==> src/rtl/mult_arbiter.sv <==
// Two-requester round-robin front end for a shared fixed-latency multiplier.
// Valid/ready: a requester holds req high with stable operands until its gnt pulse; done marks result.
module mult_arbiter #(
  parameter int WIDTH    = 4,
  parameter int MULT_LAT = 5
) (
  input  logic               clk,
  input  logic               reset,
  input  logic               req0,
  input  logic               req1,
  input  logic [WIDTH-1:0]   a0,
  input  logic [WIDTH-1:0]   b0,
  input  logic [WIDTH-1:0]   a1,
  input  logic [WIDTH-1:0]   b1,
  output logic               gnt0,
  output logic               gnt1,
  output logic               done0,
  output logic               done1,
  output logic [2*WIDTH-1:0] result,
  output logic               busy,
  output logic [WIDTH-1:0]   mul_a,
  output logic [WIDTH-1:0]   mul_b,
  output logic               mul_start,
  input  logic [2*WIDTH-1:0] mul_prod,
  output logic [2:0]         fsm_state
);

  localparam int CW = (MULT_LAT < 2) ? 1 : $clog2(MULT_LAT);

  typedef enum logic [2:0] {IDLE, LOAD, START, WAIT, DONE} state_t;

  state_t             state;
  state_t             state_nxt;
  logic               owner;
  logic               last;
  logic               winner;
  logic [CW-1:0]      cnt;
  logic [2*WIDTH-1:0] result_q;

  // A tie goes to whichever requester was not served by the last completed job.
  always_comb begin
    winner = 1'b0;
    if (req0 && req1) winner = ~last;
    else if (req1)    winner = 1'b1;
  end

  always_ff @(posedge clk) begin
    if (!reset) begin
      state    <= IDLE;
      owner    <= 1'b0;
      last     <= 1'b1;
      cnt      <= '0;
      mul_a    <= '0;
      mul_b    <= '0;
      result_q <= '0;
    end else begin
      state <= state_nxt;
      case (state)
        IDLE: begin
          if (req0 || req1) begin
            owner <= winner;
            mul_a <= winner ? a1 : a0;
            mul_b <= winner ? b1 : b0;
          end
        end
        START: cnt <= '0;
        WAIT:  cnt <= cnt + 1'b1;
        DONE: begin
          result_q <= mul_prod;
          last     <= owner;
        end
        default: ;
      endcase
    end
  end

  always_comb begin
    state_nxt = state;
    gnt0      = 1'b0;
    gnt1      = 1'b0;
    done0     = 1'b0;
    done1     = 1'b0;
    mul_start = 1'b0;
    result    = result_q;
    case (state)
      IDLE:  if (req0 || req1) state_nxt = LOAD;
      LOAD: begin
        gnt0      = ~owner;
        gnt1      = owner;
        state_nxt = START;
      end
      START: begin
        mul_start = 1'b1;
        state_nxt = WAIT;
      end
      WAIT:  if (cnt == CW'(MULT_LAT - 1)) state_nxt = DONE;
      DONE: begin
        // Forward the product so result is already valid during the done pulse.
        result    = mul_prod;
        done0     = ~owner;
        done1     = owner;
        state_nxt = IDLE;
      end
      default: state_nxt = IDLE;
    endcase
  end

  assign busy      = (state != IDLE);
  assign fsm_state = state;

endmodule

==> config.mk <==
export PLATFORM = sky130hd
export DESIGN_NAME = mult_arbiter
export DESIGN_NICKNAME = d
export VERILOG_FILES = /design/src/rtl/mult_arbiter.sv
export SDC_FILE = /design/constraint.sdc
export NUM_CORES = 1
export LEC_CHECK = 0
export ABC_AREA = 0
export CORE_ASPECT_RATIO = 0.7
export CORE_MARGIN = 8
export CORE_UTILIZATION = 45
export CTS_BUF_LIST = sky130_fd_sc_hd__clkbuf_4 sky130_fd_sc_hd__clkbuf_8
export DETAILED_ROUTE_END_ITERATION = 10
export MAX_ROUTING_LAYER = met4
export PLACE_DENSITY = 0.86
export RECOVER_POWER = 100
export REMOVE_ABC_BUFFERS = 1
export SYNTH_ARGS = -nofsm -noshare
export SYNTH_HDL_FRONTEND = slang
export SYNTH_SLANG_ARGS = --single-unit
==> constraint.sdc <==
create_clock -name clk -period 3.3 [get_ports clk]
set_input_delay 0.495 -clock clk [delete_from_list [all_inputs] [get_ports clk]]
set_output_delay 0.495 -clock clk [all_outputs]
set_load 0.01 [all_outputs]
==> After elaboration in Yosys (flattened, before gate mapping) <==
Cells that the tools add are included.
W data, S select, Z words.
{ "op_classes": {"eq_ne": 7, "bitwise_logic": 2, "n_mux": 14, "n_reduce_logical": 7, "n_addsub": 1} }
{ "ops": {"columns": ["op", "count"], "rows": [
  ["$pmux W3 S4", 1],
  ["$mux W4", 2],
  ["$mux W8", 1],
  ["$mux W1", 7],
  ["$eq A3 B2 Y1 const B", 2],
  ["$eq A3 B3 Y1 const B", 2],
  ["$mux W3", 2],
  ["$pmux W3 S2", 1],
  ["$ne A2 B2 Y1 const B", 2],
  ["$reduce_and A2 Y1", 2],
  ["$add A3 B1 Y3 const B", 1],
  ["$eq A3 B1 Y1 const B", 1],
  ["$logic_not A3 Y1", 1],
  ["$reduce_bool A3 Y1", 1],
  ["$not A1 Y1", 2],
  ["$reduce_bool A2 Y1", 1],
  ["$logic_and A1 B1 Y1", 1],
  ["$logic_or A1 B1 Y1", 1]
]} }
{ "totals": {"register_bits": 24, "output_inout_bits": 25, "input_bits": 28, "wordCells": 38} }

==> Depth between registers and ports, before layout <==
{ "logic_depth": {"depth_word": 3, "mapped_depth": 5, "mapped_depth_nobuf": 5} }

==> Worst setup path before layout <==
No wires, ideal clock.
{ "synth_path": {"path_type": "reg-to-output", "from": "register state[2] (netlist: fsm_state[2])", "to": "output result[0]", "arrival_time_ns": 1.242, "slack_ns": 1.563, "stages_incl_launch_ff": 4, "path_buffers": 1, "path_cell_list": "dfxtp_1 -> nor3b_2 -> buf_6 -> mux2_4"} }
{ "synth_via": {"elab_chain_cells": 2} }
{ "synth_rtl": {"columns": ["item", "line", "source"], "rows": [
  ["start: declaration", "32", "state_t state;"],
  ["start signal: assignment", "57", "state <= state_nxt;"],
  ["$eq A3 B3 Y1", "85", "case (state)"],
  ["$mux W8", null, null],
  ["end: declaration", "19", "output logic [2*WIDTH-1:0] result,"]
]} }
No other way between the ends.

==> Final worst setup path <==
{ "layout_path": {"from": "register state[2] (netlist: fsm_state[2])", "to": "output result[7]"} }
Same word-level chain as after synthesis.

==> impl_metrics.csv <==
group,metric,value,unit
detailed_routing,first_iter_violations,81,
power,clock_power_share,0.321,
clock_tree,cts.hold.buffers_added,0,
yosys,synth-async-reset-ratio,0,
yosys,synth_largest_type_area_fraction,0.419,
timing,minimum_period_implied_by_the_final_worst_setup_slack,2.75,ns
power,p_sw,0.165,mW
detailed_routing,avgRoutedWirePerCell,15.3,um
yosys,syn_avg_cell_area,9.48,um^2
yosys,netlist.top_cell.by_area,"sky130_fd_sc_hd__dfxtp_1",
power,p_leak,0.775,nW
critical_path,rrSetupSlack,1.38,ns
yosys,ys_types,31,
critical_path,crit_path_cell_trace,"nor3b_1 -> buf_4 -> mux2_2 -> dlygate4sd3_1",
global_route,grt_first_pass_wirelength,4980,um
timing,timing.final.crit_share,0.833,
clock_tree,cts_num_sinks,24,
power,total_power,0.673,mW
critical_path,worstRegToRegCells,3,
critical_path,rr_startpoint,"fsm_state[0]",
min_path,timing.hold.worst_path_depth,2,
timing,fmax,364,MHz
timing,grt_setup_unrepaired,"no",
critical_path,worst_path_max_delay_cell,"sky130_fd_sc_hd__dlygate4sd3_1",
clock_tree,cts_made_buffers,3,
yosys,synth_sequential_area_ratio,0.419,
critical_path,crit_path_end_kind,"primary output",
floorplan,core,2440,um^2
clock_tree,post_cts_resize_count,0,
clock_tree,clk_root_buffer_cell,"sky130_fd_sc_hd__clkbuf_4",
clock_tree,cts_setup_buffers,0,
cells_and_area,num-nets-final,203,
critical_path,path_class,"reg -> out",
cells_and_area,layout_cell_share_with_drive_strength_beyond_1,0.0756,
yosys,yosys_register_bits,24,
critical_path,r2r_endpoint,"mul_a[3]",
global_route,grt_pass1_vias,998,
critical_path,slowest_stage_delay_on_critical_path,0.61,ns
min_path,min-delay-start,"mul_b[2]",
yosys,count_of_warnings_emitted_by_yosys,0,
yosys,synth-edff-count,0,
detailed_routing,postRouteAntennaNets,0,
critical_path,cp-start-kind,"flip-flop",
critical_path,critical_path_arrival,2.25,ns
global_route,antenna_found_initial,0,
global_route,grt.total_usage,0.141,
timing,worst_setup_skew_after_layout,0.00694,ns
detailed_routing,remaining_drc_errors,0,
detailed_routing,via_count,1037,
power,comb_power_share,0.198,
global_route,largest_net_degree_at_the_start_of_global_routing,25,
yosys,yosys_most_used_dff,"sky130_fd_sc_hd__dfxtp_1",
clock_tree,clk_pin_slew_worst_paths,0.14,ns
cells_and_area,areaGrowthSynthToFinish,50.1,%
timing,slew_headroom,0.385,
yosys,synth_cells,121,
status,result_of_the_run,"completed",
floorplan,dieArea,4450,um^2
floorplan,horizontal_die_dimension,76.4,um
floorplan,floorplan.die.height,58.2,um
global_route,grt.overflow.total,0,
detailed_routing,wirelength,3160,um
clock_tree,clock_insertion_delay_worst_skew,0.32,ns
power,vdd_ir_drop_max,0.000443,V
timing,finalHoldViolations,0,
floorplan,rows,15,
placed_design,buffer_ports.inserted,52,
yosys,synth.area.top_cells,"sky130_fd_sc_hd__dfxtp_1 42%, sky130_fd_sc_hd__mux2_4 9.2%, sky130_fd_sc_hd__a222oi_1 6.1%",
yosys,syn-cell-area,1150,um^2
power,fraction_of_power_spent_switching_nets,0.245,
clock_tree,cts_tree,"built",
clock_tree,cts.path.max_buffers,2,
placed_design,place_congestion,0.730,
power,p_seq_frac,0.481,
timing,timing_worst_slew_pin_value,0.923,ns
timing,aggregate_negative_setup_slack,0,ns
timing,setup_violations,0,
critical_path,worst_path_maximum_fanout,11,
floorplan,ports_placed_on_the_boundary,53,
power,power_density,391,nW/um^2
min_path,min-delay-path-class,"reg -> reg",
placed_design,detailed_place_hpwl,2480,um
detailed_routing,drt-vias-per-instance,5.03,
critical_path,worst-endpoint-required,2.80,ns
cells_and_area,num_antenna_cells,0,
power,intPower,0.508,mW
cells_and_area,fin_util,0.706,
run,drv_cap,0,
clock_tree,clock_tree.htree_level_count,1,
detailed_routing,firstDrtPassIters,5,
min_path,hold-path-endpoint,"mul_b[2]",
floorplan,initial_utilization,0.470,
timing,timing_max_transition_violations_final,0,
-- critical path: cells and delay by family, from the launching register on --
family	cells	cell delay, ns
buf+inv	2	0.85
flops	1	0.50
mux	1	0.36
simple gates	1	0.23
-- per-stage QoR --
step / hold WS, ns / area [um^2] / cells / setup slack (ns)
2_1_floorplan: 0.454 / 1110 / 114 / 1.17
3_3_place_gp: 0.456 / 1690 / 202 / 1.09
3_5_place_dp: 0.470 / 1690 / 202 / 1.04
4_1_cts: 0.494 / 1740 / 206 / 0.666
5_1_grt: 0.512 / 1720 / 206 / 0.406
6_report: 0.489 / 1720 / 206 / 0.552
-- state kept, by name (all words and copies together), names as in the netlist --
signal,flops
cnt,3
fsm_state,3
last,1
mul_a,4
mul_b,4
owner,1
result_q,8
-- routing by layer --
metal / up-vias / global-route usage / part of all wire
met5: - / - / 0
met4: 0 / 0.0463 / 0.0060
met3: 2 / 0.0370 / 0.054
met2: 38 / 0.254 / 0.53
met1: 482 / 0.148 / 0.41
li1: 515 / - / -
-- cell type report --
| type | count | area (um^2) |
|---|---|---|
| Inverter | 18 | 67.6 |
| Multi-Input combinational cell | 72 | 547 |
| Timing Repair Buffer | 54 | 532 |
| Clock inverter | 1 | 30.0 |
| Fill cell | 186 | 718 |
| Tap cell | 34 | 42.5 |
| Sequential cell | 24 | 480 |
| Clock buffer | 3 | 22.5 |
-- cells in the final DEF, fill, tap and decap left out, types with 2 or more instances in the layout --
| cell | count |
|---|---|
| sky130_fd_sc_hd__nor2b_1 | 3 |
| sky130_fd_sc_hd__inv_1 | 18 |
| sky130_fd_sc_hd__a21oi_1 | 2 |
| sky130_fd_sc_hd__dlygate4sd3_1 | 24 |
| sky130_fd_sc_hd__and2_0 | 4 |
| sky130_fd_sc_hd__o21ai_0 | 2 |
| sky130_fd_sc_hd__clkdlybuf4s50_1 | 28 |
| sky130_fd_sc_hd__and4b_1 | 2 |
| sky130_fd_sc_hd__and3_1 | 3 |
| sky130_fd_sc_hd__mux2_4 | 7 |
| sky130_fd_sc_hd__a21boi_0 | 4 |
| sky130_fd_sc_hd__clkbuf_4 | 3 |
| sky130_fd_sc_hd__a222oi_1 | 7 |
| sky130_fd_sc_hd__nand3_1 | 2 |
| sky130_fd_sc_hd__nand2b_1 | 2 |
| sky130_fd_sc_hd__nor3b_1 | 2 |
| sky130_fd_sc_hd__dfxtp_1 | 24 |
| sky130_fd_sc_hd__ha_1 | 2 |
| sky130_fd_sc_hd__nand2_1 | 14 |
| sky130_fd_sc_hd__and2_1 | 5 |
-- worst max-delay path by stage --
stage | startpoint | endpoint
2_1_floorplan | fsm_state[2] | result[7]
3_3_place_gp | fsm_state[2] | result[7]
3_5_place_dp | fsm_state[2] | result[7]
4_1_cts | fsm_state[2] | result[7]
5_1_grt | fsm_state[2] | result[7]
6_report | fsm_state[2] | result[7]
-- synth_stat cells, types with 3 or more instances --
cell	count
sky130_fd_sc_hd__and3_1	3
sky130_fd_sc_hd__inv_1	18
sky130_fd_sc_hd__nor2b_1	3
sky130_fd_sc_hd__buf_2	3
sky130_fd_sc_hd__nand2_1	14
sky130_fd_sc_hd__a21boi_0	4
sky130_fd_sc_hd__clkbuf_1	3
sky130_fd_sc_hd__a222oi_1	7
sky130_fd_sc_hd__and2_1	9
sky130_fd_sc_hd__dfxtp_1	24
sky130_fd_sc_hd__mux2_4	7
-- power groups by stage --
stage                     clock network [mW]  logic (mW)  registers (mW)
after detailed placement                   0       0.143           0.332
after floorplan                            0      0.0427           0.337
after global placement                     0       0.139           0.330
after CTS                              0.219       0.144           0.325
final                                  0.216       0.133           0.324
after global routing                   0.234       0.144           0.327
-- kinds of logic after synthesis --
family                   Yosys count  synth area share
AO/OA/AOI/OAI                     19             0.136
multiplexers                       9             0.110
AND/OR/NAND/NOR                   42             0.221
flip-flops                        24             0.419
adder cells (fa/ha/maj)            2            0.0218
buffers and inverters             25            0.0916
(Power assumes the default switching activity.)
